`src/rtl/edge_pkg.sv`:
```
`timescale 1ns/1ps
// edge_pkg: shared constants for the Sobel edge-result writer.
// Latency: n/a (definitions only).
// Backpressure: n/a.
// Holds the writer FSM state encodings and the drawing-engine bus widths.
package edge_pkg;

  localparam int DE_ADDR_W = 18;
  localparam int DE_DATA_W = 32;

  localparam logic [3:0] DE_NBYTE_ALL = 4'b1111;

  // Writer sequencing states.
  localparam logic [1:0] EW_IDLE  = 2'd0;
  localparam logic [1:0] EW_RUN   = 2'd1;
  localparam logic [1:0] EW_DRAIN = 2'd2;
  localparam logic [1:0] EW_DONE  = 2'd3;

endpackage

```
`src/rtl/edge_word_fifo.sv`:
```
`timescale 1ns/1ps
// edge_word_fifo: small power-of-2 depth word FIFO for edge results.
// Latency: a pushed word is visible at o_head the cycle after the push.
// Backpressure: caller must not push when o_full nor pop when o_empty (both are ignored).
// Ports: clk, rst_n (async active-low); i_push/i_data write side; i_pop read side;
//        o_head = oldest entry, o_next = entry behind it; o_count/o_full/o_empty status.
module edge_word_fifo #(
  parameter int DEPTH = 4,
  parameter int WIDTH = 32
) (
  input  logic                       clk,
  input  logic                       rst_n,
  input  logic                       i_push,
  input  logic [WIDTH-1:0]           i_data,
  input  logic                       i_pop,
  output logic [WIDTH-1:0]           o_head,
  output logic [WIDTH-1:0]           o_next,
  output logic [$clog2(DEPTH):0]     o_count,
  output logic                       o_full,
  output logic                       o_empty
);

  localparam int PTR_W = $clog2(DEPTH);
  localparam int CNT_W = PTR_W + 1;

  logic [WIDTH-1:0] r_mem [DEPTH];
  logic [PTR_W-1:0] r_wr_ptr;
  logic [PTR_W-1:0] r_rd_ptr;
  logic [CNT_W-1:0] r_count;

  logic w_push;
  logic w_pop;

  assign o_full  = (r_count == CNT_W'(DEPTH));
  assign o_empty = (r_count == '0);
  assign o_count = r_count;

  assign w_push = i_push && !o_full;
  assign w_pop  = i_pop && !o_empty;

  assign o_head = r_mem[r_rd_ptr];
  // Second read port lets the consumer present the following word back-to-back
  // in the same cycle the head is retired.
  assign o_next = r_mem[r_rd_ptr + PTR_W'(1)];

  always_ff @(posedge clk) begin
    if (w_push) begin
      r_mem[r_wr_ptr] <= i_data;
    end
  end

  // Pointers wrap naturally since DEPTH is a power of 2; the count register
  // separates full from empty.
  always_ff @(posedge clk or negedge rst_n) begin
    if (!rst_n) begin
      r_wr_ptr <= '0;
      r_rd_ptr <= '0;
      r_count  <= '0;
    end else begin
      if (w_push) r_wr_ptr <= r_wr_ptr + PTR_W'(1);
      if (w_pop)  r_rd_ptr <= r_rd_ptr + PTR_W'(1);
      case ({w_push, w_pop})
        2'b10:   r_count <= r_count + CNT_W'(1);
        2'b01:   r_count <= r_count - CNT_W'(1);
        default: r_count <= r_count;
      endcase
    end
  end

endmodule

```
`src/rtl/edge_result_writer.sv`:
```
`timescale 1ns/1ps
// edge_result_writer: buffers packed 4-pixel edge words and writes them to the framestore in raster order.
// Latency: an accepted word raises de_req 2 cycles later when the FIFO was empty; back-to-back writes on continuous ack.
// Backpressure: in_ready drops when the FIFO is full (registered count) or the frame is fully accepted; de_req holds until de_ack.
// Ports: clk, rst_n (async active-low); start/busy/done controller handshake;
//        in_valid/in_data/in_ready result stream; de_req/de_ack/de_addr/de_nbyte/de_rnw/de_w_data framestore bus.
module edge_result_writer
  import edge_pkg::*;
#(
  parameter int                   FIFO_DEPTH     = 4,
  parameter int                   WORDS_PER_LINE = 160,
  parameter int                   LINES          = 480,
  parameter logic [DE_ADDR_W-1:0] BASE_ADDR      = 18'h00000
) (
  input  logic                 clk,
  input  logic                 rst_n,
  input  logic                 start,
  output logic                 busy,
  output logic                 done,
  input  logic                 in_valid,
  input  logic [DE_DATA_W-1:0] in_data,
  output logic                 in_ready,
  output logic                 de_req,
  input  logic                 de_ack,
  output logic [DE_ADDR_W-1:0] de_addr,
  output logic [3:0]           de_nbyte,
  output logic                 de_rnw,
  output logic [DE_DATA_W-1:0] de_w_data
);

  localparam int                   CNT_W = $clog2(FIFO_DEPTH) + 1;
  localparam logic [DE_ADDR_W-1:0] TOTAL = DE_ADDR_W'(WORDS_PER_LINE * LINES);
  localparam logic [DE_ADDR_W-1:0] LAST  = TOTAL - DE_ADDR_W'(1);

  logic [1:0]           r_state;
  logic [DE_ADDR_W-1:0] r_acc_cnt;
  logic [DE_ADDR_W-1:0] r_wr_cnt;
  logic                 r_req;
  logic [DE_ADDR_W-1:0] r_addr;
  logic [DE_DATA_W-1:0] r_data;

  logic [DE_DATA_W-1:0] w_head;
  logic [DE_DATA_W-1:0] w_next;
  logic [CNT_W-1:0]     w_fifo_count;
  logic                 w_fifo_full;
  logic                 w_fifo_empty;
  logic                 w_push;
  logic                 w_pop;
  logic                 w_deep;
  logic                 w_more;
  logic [DE_DATA_W-1:0] w_next_word;

  assign in_ready = (r_state == EW_RUN) && !w_fifo_full && (r_acc_cnt < TOTAL);
  assign w_push   = in_valid && in_ready;
  assign w_pop    = r_req && de_ack;

  // After retiring the head, another word is available either from the FIFO
  // (more than one entry held) or from a push landing this very cycle when
  // the head was the only entry.
  assign w_deep      = (w_fifo_count > CNT_W'(1));
  assign w_more      = w_deep || w_push;
  assign w_next_word = w_deep ? w_next : in_data;

  edge_word_fifo #(
    .DEPTH (FIFO_DEPTH),
    .WIDTH (DE_DATA_W)
  ) u_fifo (
    .clk     (clk),
    .rst_n   (rst_n),
    .i_push  (w_push),
    .i_data  (in_data),
    .i_pop   (w_pop),
    .o_head  (w_head),
    .o_next  (w_next),
    .o_count (w_fifo_count),
    .o_full  (w_fifo_full),
    .o_empty (w_fifo_empty)
  );

  // Frame sequencing and counters.
  always_ff @(posedge clk or negedge rst_n) begin
    if (!rst_n) begin
      r_state   <= EW_IDLE;
      r_acc_cnt <= '0;
      r_wr_cnt  <= '0;
    end else begin
      if (r_state == EW_IDLE && start) begin
        r_wr_cnt <= '0;
      end else if (w_pop) begin
        r_wr_cnt <= r_wr_cnt + DE_ADDR_W'(1);
      end

      case (r_state)
        EW_IDLE: begin
          if (start) begin
            r_acc_cnt <= '0;
            r_state   <= EW_RUN;
          end
        end
        EW_RUN: begin
          if (w_push) begin
            r_acc_cnt <= r_acc_cnt + DE_ADDR_W'(1);
            if (r_acc_cnt == LAST) r_state <= EW_DRAIN;
          end
        end
        EW_DRAIN: begin
          // Empty FIFO with no request outstanding means the last write was acked.
          if (w_fifo_empty && !r_req) r_state <= EW_DONE;
        end
        default: begin
          r_state <= EW_IDLE;
        end
      endcase
    end
  end

  // Framestore request register: loaded from the FIFO head, held until acked.
  always_ff @(posedge clk or negedge rst_n) begin
    if (!rst_n) begin
      r_req  <= 1'b0;
      r_addr <= '0;
      r_data <= '0;
    end else if (w_pop) begin
      if (w_more) begin
        r_req  <= 1'b1;
        r_addr <= BASE_ADDR + r_wr_cnt + DE_ADDR_W'(1);
        r_data <= w_next_word;
      end else begin
        r_req  <= 1'b0;
      end
    end else if (!r_req && !w_fifo_empty) begin
      r_req  <= 1'b1;
      r_addr <= BASE_ADDR + r_wr_cnt;
      r_data <= w_head;
    end
  end

  assign de_req    = r_req;
  assign de_addr   = r_addr;
  assign de_w_data = r_data;
  assign de_nbyte  = r_req ? DE_NBYTE_ALL : 4'b0000;
  assign de_rnw    = 1'b0;

  assign busy = (r_state == EW_RUN) || (r_state == EW_DRAIN);
  assign done = (r_state == EW_DONE);

endmodule

```
`config.mk`:
```
export PLATFORM = sky130hd
export DESIGN_NAME = edge_result_writer
export DESIGN_NICKNAME = d
export VERILOG_FILES = /design/src/rtl/edge_pkg.sv /design/src/rtl/edge_word_fifo.sv /design/src/rtl/edge_result_writer.sv
export SDC_FILE = /design/constraint.sdc
export NUM_CORES = 1
export LEC_CHECK = 0
export ABC_CLOCK_PERIOD_IN_PS = 6400
export CAP_MARGIN = 20
export CORE_MARGIN = 5
export CORE_UTILIZATION = 30
export DETAILED_ROUTE_END_ITERATION = 8
export PLACE_DENSITY_LB_ADDON = 0.12
export RECOVER_POWER = 50
export SETUP_SLACK_MARGIN = 0.02
export SLEW_MARGIN = 20
export SYNTH_ARGS = -nofsm -noshare
export SYNTH_HDL_FRONTEND = slang
export SYNTH_HIERARCHICAL = 1
export SYNTH_SLANG_ARGS = --single-unit
```
`constraint.sdc`:
```
create_clock -name clk -period 6.4 [get_ports clk]
set_input_delay 1.28 -clock clk [delete_from_list [all_inputs] [get_ports clk]]
set_output_delay 1.28 -clock clk [all_outputs]
set_load 0.01 [all_outputs]
```
---- Word-level counts from Yosys, hierarchy flattened ----
Memories as Yosys holds them, arrays and structs flattened.
Cells that the tools add are included.
operators by class
  reduce and logical (&&, ||, !) cells .... 23
  add/subtract/negate cells ............... 6
  $lt $le $gt $ge ......................... 2
  mux-type cells .......................... 24
  eq/ne operators ......................... 12
operators by type and width
  cell                                                   number
  2-to-1 mux 32 bit                                      4
  2-to-1 mux 18 bit                                      7
  adder 18 x 1 -> 18 bit, second input constant          2
  one-hot mux 18 bit (2 select lines)                    1
  == test 18 x 17 -> 1 bit, second input constant        1
  < comparator 18 x 17 -> 1 bit, second input constant   1
  logical AND 1 bit                                      9
  2-to-1 mux 2 bit                                       4
  nonzero test 2 bit                                     4
  == test 2 bit, second input constant                   3
  inequality test 2 bit, second input constant           3
  one-hot mux 2 bit (3 select lines)                     1
  one-hot mux 3 bit (2 select lines)                     1
  2-to-1 mux 1 bit                                       5
  adder 2 x 1 -> 2 bit, second input constant            2
  == test 2 x 1 -> 1 bit, second input constant          2
  2-to-1 mux 4 bit                                       1
  inequality test 2 x 1 -> 1 bit, second input constant  2
  AND reduction 4 bit                                    1
  adder 3 x 1 -> 3 bit, second input constant            1
  == test 3 bit, second input constant                   1
  > comparator 3 x 1 -> 1 bit, second input constant     1
  logical NOT 1 bit                                      3
  logical NOT 3 bit                                      1
  5 further kinds                                        6
storage, ports and cells
  logic and storage cells ................. 77
  bits in registers ....................... 96
  memories ................................ 1
  bits of input ports ..................... 37
  output and inout bits ................... 59
  bits in writable memories ............... 128
memory list
  memory        depth  width  rd ports  clocked after Yosys merged registers in  write ports  RTL line              text
  u_fifo.r_mem  4      32     2         0                                        1            edge_word_fifo.sv:26  logic [WIDTH-1:0] r_mem [DEPTH];

---- Logic depth before layout (Yosys ltp) ----
Gate-level depths: netlist of the first run.
  word-level depth ........................ 8
  mapped depth ............................ 14
  mapped depth without buffers ............ 13

---- Cells and area by module ----
The synthesis of the first run kept the hierarchy.
by module, submodules not included
  module              cells each  sequential area each (µm²)  area each (µm²)  instances
  edge_word_fifo      243         4,018.9                     5,828.1          1
  edge_result_writer  544         2,227.1                     4,579.4          1

---- Worst setup path before layout of the first run ----
No wires, ideal clock.
  path type ............................... input -> register
  start point ............................. in de_ack
  end point ............................... reg u_fifo.r_count[2] (netlist: u_fifo/o_count[2])
  slack ................................... 3.009 ns
  arrival time ............................ 3.311 ns
  buffers on the path ..................... 3
  stages on the path ...................... 11
  required time ........................... 6.321 ns
  setup time .............................. 0.079 ns
  cells stage by stage .................... and2_1 > clkbuf_1 > clkbuf_1 > clkbuf_1 > o31a_1 > ha_1 > inv_1 > fa_1 > xor2_1 > nor2_1 > xor2_1
on the way
  longest elaborated chain between the ends .. 4
  elaborated cells on any way between the ends .. 6
  classes of those cells .................. eq/ne (2); mux (1); reduce/logical (3)
RTL lines
  item                                                                      RTL line                  text
  start: declaration                                                        edge_result_writer.sv:24  input logic de_ack,
  logical AND 1 bit *                                                       edge_result_writer.sv:55  assign w_pop = r_req && de_ack;
  via w_pop                                                                 edge_result_writer.sv:48  logic w_pop;
  logical AND 1 bit *                                                       edge_word_fifo.sv:39      assign w_pop = i_pop && !o_empty;
  via u_fifo.w_pop                                                          edge_word_fifo.sv:32      logic w_pop;
  == test 2 x 1 -> 1 bit or == test 2 bit (tied branches)                   edge_word_fifo.sv:62      case ({w_push, w_pop})
  one-hot mux 3 bit (2 select lines) or nonzero test 2 bit (tied branches)  n/a
  end signal: assignment                                                    edge_word_fifo.sv:63      2'b10: r_count <= r_count + CNT_W'(1);
  end signal: assignment                                                    edge_word_fifo.sv:64      2'b01: r_count <= r_count - CNT_W'(1);
  end signal: assignment                                                    edge_word_fifo.sv:65      default: r_count <= r_count;
  end: declaration                                                          edge_word_fifo.sv:29      logic [CNT_W-1:0] r_count;
The timed path passes the listed nets; every way through them passes the cells marked *.
A chain may end at the register's enable or synchronous reset.

==> results.cfg, run 1 <==
[run_status]
status = finished, violations left
violations = capacitance limit, slew limit

[routing]
routed_wirelength_um = 24900
wl_per_cell_um = 18.6
drc_errors = 0
dr_total_vias = 6608
drtIter0Drc = 331
via_per_inst = 4.92
drt_first_pass_iters = 4
drtAntennaViolNets = 0

[pwr]
power.share.switching_pct = 32.2
ir_drop_mv = 0.202
pwr-share-clk_pct = 29.3
seqPwrFrac_pct = 37.1
finalPower_mw = 5.86
power_switching_mw = 1.88
p_per_area_nw_per_um2 = 460
power_frac_comb_pct = 33.6
p_leak_nw = 4.63
p_int_mw = 3.97

[timing]
slew_viol_final = 99
rsz0062_at_grt = false
setup_viol = 0
fin_crit_ps = 3880
fmax_ghz = 0.258
fin_setup_tns_ps = 0
hold_viol = 0
final.period_utilization_pct = 60.6
finalHoldWorstSlack_ps = 477
worst_slew_pin_slew_ps = 2080
skew_ps = 21.4
relSlewSlack_pct = -38.9

[min_path]
hold_path_class = reg2reg
min-delay-start = de_addr[3]$_DFFE_PN0P_

[final_layout]
nets = 914
fill_cells = 3366
instances_no_fill = 1342
syn_to_final_growth_pct = 22.3
multi_input_area_um2 = 3820
seqCellArea_um2 = 6250
final_util_pct = 37.0
antennaDiodeCount = 0
layout-drive-gt1-share_pct = 15.4

[placement]
io_buffers = 94
gp_congestion = 0.696
dp_hpwl_um = 14600
dpl.cell_count = 1289

[setup_path]
crit_start = rst_n
critPathTopFamily = buffers and inverters
reg2reg_slack_ps = 2870
cp-end-kind = asynchronous set/reset pin
path_cells = clkbuf_1 > clkbuf_2
crit_path_max_fanout = 64
critical_path_class = in2async
critPathSlowestCell = clkbuf_1
path_buf_inv = 2
start_kind = input pin
cpPeakStageDelay_ps = 1450
cp_data_required_time_ps = 6730
cp.arrival_ps = 4210
reg2reg_from = r_state[1]$_DFFE_PN0P_

[logic_synthesis]
synth-async-reset-ratio_pct = 42.9
yosysUniqueCellTypes = 55
dominantRegCellSynth = edfxtp_1
yosys_warnings = 6
synth_most_common_cell = edfxtp_1
yosysTopAreaCell = edfxtp_1
syn_inst = 787
yosysSeqAreaShare_pct = 60.0
ys_ff_latch = 224
synth_edf_count = 128
syn_nets = 836
syn_area_per_cell_um2 = 13.2
syn_area_um2 = 10400
synth_area_leaders = edfxtp_1, dfrtp_1, mux4_2
synthTopCellsByCount = edfxtp_1, nand2_1, dfrtp_1
synth_top_area_share_pct = 36.9

[clocking]
clock_sinks = 224
ctsResizeCount = 0
cts.path.max_buffers = 3
cts_tree = yes
htreeDepth = 1
post_cts_buffers = 0
clkTransAtPathRegs_ps = 60
cts_made_buffers = 28
clock-root-buffer = clkbuf_16
clk_latency_ps = 540
postCtsHoldBufs = 0

[floorplanning]
io_pins = 96
dieHeight_um = 196
fp.dieArea_um2 = 38500
start_util_pct = 30.3
core_area_um2 = 34400
die_width_um = 196
num_rows = 68

[grt]
antenna_found_initial = 0
grt_pass1_wl_um = 39500
track_usage_pct = 12.8
grt_pass1_vias = 6690
grt_max_degree = 101
grt.overflow.total = 0

[run]
drv_cap = 2
-- sequential cells by signal (all words and copies together), names as in the netlist --
signal / count
r_acc_cnt: 18
r_state: 2
de_w_data: 32
de_addr: 18
de_req: 1
u_fifo/r_mem: 128
u_fifo/r_wr_ptr: 2
u_fifo/o_count: 3
r_wr_cnt: 18
u_fifo/r_rd_ptr: 2
-- worst paths after layout --
check                                                to  cells after the start
min reg2reg                      de_addr[3]$_DFFE_PN0P_                      2
max reg2reg                u_fifo/r_mem[3][2]$_DFFE_PP_                      7
max in group clk                               in_ready                      5
min                              de_addr[3]$_DFFE_PN0P_                      2
max                            de_w_data[0]$_DFFE_PN0P_                      2
min in group asynchronous      r_acc_cnt[9]$_DFFE_PN0P_                      1
-- kinds of logic (layout without fill, tap and decap cells) --
family,count (synthesis),after routing,synth area share (%)
muxes,71,71,14.6
AOI/OAI and AO/OA,158,158,8.25
and+or+nand+nor,233,233,10.3
buffers and inverters,65,165,3.33
xor gates and xnor gates,23,23,1.94
adders and majority gates,12,12,1.51
DFF,224,224,60.0
other,1,1,0.0360
-- final cells by class --
type	instances	area share, %
sequential	224	49.1
multi-input combinational	498	30.1
timing repair buffer	102	7.95
clock buffer	36	6.14
tap	455	4.47
clock inverter	16	1.92
inverter	11	0.324
-- per-stage QoR --
step                      cell area, um^2  setup WS (ps)
after floorplan                     10400           3010
after global placement              11700           2280
after detailed placement            11700           2290
after CTS                           12700           2500
after global routing                12700           1730
final                               12700           2520
-- routing by layer --
| layer | vias up | global-route usage [%] | wire (um) |
|---|---|---|---|
| met5 | - | 0 | 0 |
| met4 | 0 | 2.64 | 427 |
| met3 | 28 | 2.08 | 1030 |
| met2 | 149 | 20.4 | 11600 |
| met1 | 3323 | 18.6 | 11900 |
| li1 | 3108 | - | - |
-- power groups by stage --
stage | clock network [mW] | logic [mW] | registers, mW
after floorplan | 0 | 1.37 | 2.15
after global routing | 1.84 | 2.18 | 2.23
after CTS | 1.77 | 1.96 | 2.24
after global placement | 0 | 1.93 | 2.26
final | 1.72 | 1.97 | 2.17
after detailed placement | 0 | 1.95 | 2.26
-- cell usage in the layout, fill, tap and decap left out, types with 6 or more instances in the layout --
cell / Yosys / final
buf_4: 15 / 6
bufinv_16: 0 / 6
nor3_1: 6 / 6
clkinv_2: 0 / 8
nand2_1: 107 / 107
nand4_1: 7 / 7
o21ai_1: 51 / 50
a21oi_1: 7 / 7
nand3_1: 42 / 42
edfxtp_1: 128 / 128
clkbuf_16: 0 / 28
o21ai_0: 76 / 77
clkdlybuf4s50_1: 0 / 52
inv_1: 11 / 11
a31oi_1: 7 / 7
dlygate4sd3_1: 0 / 41
mux4_2: 64 / 64
dfrtp_1: 96 / 94
xor2_1: 9 / 9
xnor2_1: 14 / 14
ha_1: 11 / 11
nor2_1: 33 / 32
No activity file was read; power rests on OpenSTA's default activity.
==> inputs of run 2 (changes only) <==
--- a/config.mk
+++ b/config.mk
@@ -5,7 +5,7 @@
 export SDC_FILE = /design/constraint.sdc
 export NUM_CORES = 1
 export LEC_CHECK = 0
-export ABC_CLOCK_PERIOD_IN_PS = 6400
+export ABC_CLOCK_PERIOD_IN_PS = 3800
 export CAP_MARGIN = 20
 export CORE_MARGIN = 5
 export CORE_UTILIZATION = 30
==> constraint.sdc (replaced) <==
create_clock -name clk -period 3.8 [get_ports clk]
set_input_delay 0.76 -clock clk [delete_from_list [all_inputs] [get_ports clk]]
set_output_delay 0.76 -clock clk [all_outputs]
set_load 0.01 [all_outputs]
==> run 2 against run 1 <==
Against the previous run:
- the flow finishes with violations (capacitance limit)
- utilization barely moved
- worst hold slack better by 1.7 ps
- register-to-register slack worse by 2100 ps
- final cell count is 1.0% higher
- sequential power up 73%
- die area unchanged
- first-iteration DRC count up 10%
- wire length up 2.4%
- combinational power rose by 70%
==> results.cfg, run 2 (synthesized netlist as in run 1, its figures left out) <==
[placement]
place_ws_ps = 571
io_buffers = 94
dp_hpwl_um = 15900
gp_congestion = 0.731
postPlaceCellArea_um2 = 11900

[routing]
drtIter0Drc = 365
via_per_inst = 4.88
wl_met1_um = 12400
dr_total_vias = 6623
wl_met3_um = 1050
met2_length_um = 11500
routed.top_layer = met5
drt_first_pass_iters = 5
drtAntennaViolNets = 0
wl_per_cell_um = 18.8
routed_wirelength_um = 25500
drc_errors = 0

[clocking]
clk_latency_ps = 550
htreeDepth = 1
cts_made_buffers = 27
clock-root-buffer = clkbuf_16
postCtsHoldBufs = 0
ctsResizeCount = 0
cts.path.max_buffers = 3
cts_tree = yes
clkTransAtPathRegs_ps = 60
clock_sinks = 224
post_cts_buffers = 0

[final_layout]
final_common_cell = edfxtp_1
nets = 927
design_area_um2 = 12700
fill_cells = 3366
mostFrequentLayoutCells = edfxtp_1, nand2_1, dfrtp_1, o21ai_0, mux4_2
largest_reg_flops = 128
syn_to_final_growth_pct = 22.2
top_register = u_fifo/r_mem
layout-drive-gt1-share_pct = 15.5
final_util_pct = 37.0

[setup_path]
cp_data_required_time_ps = 4260
crit_path_max_fanout = 36
cpPeakStageDelay_ps = 740
cp.arrival_ps = 3520
critPathTopFamily = compound AO/OA/AOI/OAI gates
critPathSlowestCell = a311o_2
path_buf_inv = 2
path_cells = nor3b_1 > nor4bb_1 > o211ai_1 > clkbuf_1 > a311o_2 > buf_4 > nand2_1 > o21ai_1
critical_path_class = reg2reg
cp-end-kind = flip-flop
start_kind = flip-flop
reg2reg_from = u_fifo/o_count[0]$_DFFE_PN0P_
crit_start = u_fifo/o_count[0]$_DFFE_PN0P_

[run]
drv_cap = 1

[timing]
hold_viol = 0
final.period_utilization_pct = 80.5
slew_viol_final = 0
skew_ps = 20.0
worst_slew_pin_slew_ps = 1500
fin_crit_ps = 3060
relSlewSlack_pct = 0.202
rsz0062_at_grt = false
fin_ws_ps = 742
setup_viol = 0
fmax_ghz = 0.327
fin_setup_tns_ps = 0

[floorplanning]
io_pins = 96
num_rows = 68
core_area_um2 = 34400
die_width_um = 196
start_util_pct = 30.3
dieHeight_um = 196
fp.dieArea_um2 = 38500

[min_path]
hold_path_class = reg2reg
min-delay-start = de_addr[16]$_DFFE_PN0P_

[grt]
antenna_found_initial = 3
grt_pass1_wl_um = 40300
track_usage_pct = 13.2
grt_max_degree = 69
grt_pass1_vias = 6656
grt.overflow.total = 0

[run_status]
status = finished, violations left
violations = capacitance limit

[pwr]
ir_drop_mv = 0.388
p_per_area_nw_per_um2 = 752
p_leak_nw = 4.62
## run 2: changes by cell type in the layout (fill, tap and decap cells not counted), moves of 4 or more
cell / change
buf_12: +6
buf_4: +5
bufinv_16: -6
clkbuf_1: +7
clkdlybuf4s50_1: +4
dlygate4sd3_1: -4
## run 2: final cells by class
class / instances / area [um^2] / share of cell area [%]
diodes: 2 / 5.00 / 0.0393
multi-input cells: 498 / 3810 / 30.0
clock buffers: 42 / 802 / 6.30
inverters: 11 / 41.3 / 0.325
flip-flops and latches: 224 / 6250 / 49.2
clock inverters: 8 / 55.1 / 0.433
well taps: 455 / 569 / 4.48
repair buffers: 116 / 1180 / 9.29
## run 2: layer usage
metal | global-route usage, % | vias to the layer above
li1 | - | 3127
met1 | 19.4 | 3301
met2 | 20.6 | 158
met3 | 2.13 | 35
met4 | 2.87 | 2
met5 | 0 | -
## run 2: final timing paths
check                      depth (start not counted)  slack (ps)                         to
max                                                8         740     de_addr[2]$_DFFE_PN0P_
min                                                2         480    de_addr[16]$_DFFE_PN0P_
max reg2reg                                        8         740     de_addr[2]$_DFFE_PN0P_
min reg2reg                                        2         480    de_addr[16]$_DFFE_PN0P_
max in group asynchronous                          2        1190   r_acc_cnt[3]$_DFFE_PN0P_
min in group asynchronous                          1         560  r_acc_cnt[13]$_DFFE_PN0P_
## run 2: metrics by stage
step,instances,power (mW),hold WS [ps]
floorplan,787,5.93,458
global placement,1303,7.17,470
detailed placement,1303,7.21,475
CTS,1353,9.72,304
global route,1356,10.2,497
finish,1356,9.57,478
## run 2: power by group
group / leakage, nW / switching, mW / internal (mW) / total (mW)
registers: 2.39 / 0.540 / 3.22 / 3.76
logic: 1.80 / 1.64 / 1.71 / 3.34
clock network: 0.430 / 1.01 / 1.45 / 2.46
total: 4.62 / 3.19 / 6.38 / 9.57
## run 2: tightest hold or removal path: stages (launching register included)
cell,delay (ps)
dfrtp_1,340
nand2_1,50
o21ai_1,60
==> inputs of run 3 (changes only) <==
--- a/config.mk
+++ b/config.mk
@@ -5,7 +5,7 @@
 export SDC_FILE = /design/constraint.sdc
 export NUM_CORES = 1
 export LEC_CHECK = 0
-export ABC_CLOCK_PERIOD_IN_PS = 3800
+export ABC_CLOCK_PERIOD_IN_PS = 2550
 export CAP_MARGIN = 20
 export CORE_MARGIN = 5
 export CORE_UTILIZATION = 30
==> constraint.sdc (replaced) <==
create_clock -name clk -period 2.55 [get_ports clk]
set_input_delay 0.51 -clock clk [delete_from_list [all_inputs] [get_ports clk]]
set_output_delay 0.51 -clock clk [all_outputs]
set_load 0.01 [all_outputs]
==> run 3 against run 2 <==
Against the previous run:
- the flow now finishes without violations
- final cell count rose by 1.6%
- global-route usage fell by 0.091 points
- total power rose by 51%
- critical endpoint is now busy
- clock-buffer cell count fell by 2
- sequential power rose by 45%
- utilization rose by 0.76 points
- die area did not move
- clock power rose by 50%
- largest cell class unchanged
- critical path depth fell by 5
- sequential share of layout area fell by 0.97 points
- setup slack got worse by 570 ps
==> results.cfg, run 3 (synthesized netlist as in run 1, its figures left out) <==
[run_status]
status = finished, final reports clean

[setup_path]
cp_data_required_time_ps = 2040
critical_path_class = reg2out
critPathSlowestCell = clkdlybuf4s50_1
crit_path_max_fanout = 4
cp-end-kind = primary output
start_kind = flip-flop
cp.arrival_ps = 1860
cpPeakStageDelay_ps = 550
path_cells = inv_1 > ha_1 > clkdlybuf4s50_1

[final_layout]
final_common_cell = edfxtp_1
top_register = u_fifo/r_mem
syn_to_final_growth_pct = 24.8
final_util_pct = 37.8
layout-drive-gt1-share_pct = 17.9
design_area_um2 = 13000
nets = 951
mostFrequentLayoutCells = edfxtp_1, nand2_1, dfrtp_1, o21ai_0, mux4_2
antennaDiodeCount = 0
largest_reg_flops = 128
instances_no_fill = 1378

[routing]
drtAntennaViolNets = 0
routed_wirelength_um = 24900
dr_total_vias = 6638
drtIter0Drc = 325
via_per_inst = 4.82
drc_errors = 0
drt_first_pass_iters = 4
wl_per_cell_um = 18.1

[floorplanning]
die_width_um = 196
dieHeight_um = 196
num_rows = 68
io_pins = 96
start_util_pct = 30.3
fp.dieArea_um2 = 38500
core_area_um2 = 34400

[clocking]
htreeDepth = 1
post_cts_buffers = 0
clock-root-buffer = clkbuf_16
cts.path.max_buffers = 3
clkTransAtPathRegs_ps = 60
cts_tree = yes
cts_made_buffers = 27
clock_sinks = 224
clk_latency_ps = 540

[placement]
place_ws_ps = -139
dpl.cell_count = 1327
dp_hpwl_um = 16100
gp_congestion = 0.732
postPlaceCellArea_um2 = 12200
io_buffers = 94

[grt]
antenna_found_initial = 0
grt_pass1_wl_um = 40100
grt_max_degree = 43
track_usage_pct = 13.1
grt.overflow.total = 0
grt_pass1_vias = 7032

[pwr]
p_int_mw = 9.79
finalPower_mw = 14.5
power_switching_mw = 4.70
pwr-share-clk_pct = 25.5
p_per_area_nw_per_um2 = 1120
seqPwrFrac_pct = 37.6
p_leak_nw = 4.75
power_frac_comb_pct = 36.9
power.share.switching_pct = 32.4
ir_drop_mv = 0.478

[timing]
fin_setup_tns_ps = 0
final.period_utilization_pct = 93.1
relSlewSlack_pct = 39.9
rsz0062_at_grt = false
setup_viol = 0
skew_ps = 16.9
fin_crit_ps = 2370
worst_slew_pin_slew_ps = 902
hold_viol = 0
fin_ws_ps = 176
slew_viol_final = 0
finalHoldWorstSlack_ps = 476
fmax_ghz = 0.421

[run]
drv_cap = 0

[min_path]
hold_path_class = reg2reg
==> run 3: power by group through the flow <==
stage / Clock [mW] / Sequential, mW / Combinational [mW]
floorplan: 0 / 5.39 / 3.43
global placement: 0 / 5.51 / 5.46
detailed placement: 0 / 5.52 / 5.49
CTS: 3.85 / 5.46 / 5.50
global route: 4.01 / 5.57 / 5.91
finish: 3.70 / 5.44 / 5.34
==> run 3: routing by layer <==
| layer | GRT usage (%) | share of wire (%) | vias up | routed length [um] |
|---|---|---|---|---|
| met3 | 2.35 | 4.5 | 39 | 1130 |
| met2 | 21.1 | 46 | 138 | 11500 |
| li1 | - | - | 3177 | - |
| met5 | 0 | 0 | - | 0 |
| met1 | 18.5 | 47 | 3284 | 11700 |
| met4 | 3.13 | 2.1 | 0 | 512 |
==> run 3: layout make-up <==
cell class,instances,area (um^2)
fill,3352,21400
sequential,224,6260
multi-input combinational,498,3840
timing repair buffer,140,1430
clock buffer,40,724
tap,455,569
clock inverter,10,129
inverter,11,41.3
==> run 3: final timing paths <==
path,startpoint,slack (ps),end,cells past startpoint
max,r_state[1]$_DFFE_PN0P_,180,busy,3
min reg2reg,de_w_data[29]$_DFFE_PN0P_,480,de_w_data[29]$_DFFE_PN0P_,2
min in group asynchronous,rst_n,640,r_acc_cnt[8]$_DFFE_PN0P_,2
min,de_w_data[29]$_DFFE_PN0P_,480,de_w_data[29]$_DFFE_PN0P_,2
max reg2reg,r_state[1]$_DFFE_PN0P_,220,u_fifo/o_count[2]$_DFFE_PN0P_,13
max in group asynchronous,rst_n,600,de_w_data[2]$_DFFE_PN0P_,3
==> run 3: worst max-delay path: cells and delay by family, from the launching register on <==
family,cells,cell delay [ps]
fa+ha+maj,1,310
flops,1,400
buf+inv,2,630
==> run 3: timing repair <==
item	in CTS	in global routing
hold buffers	1	0
setup endpoints to repair	1	0
gates resized for setup	3	0
hold endpoints to repair	30	0
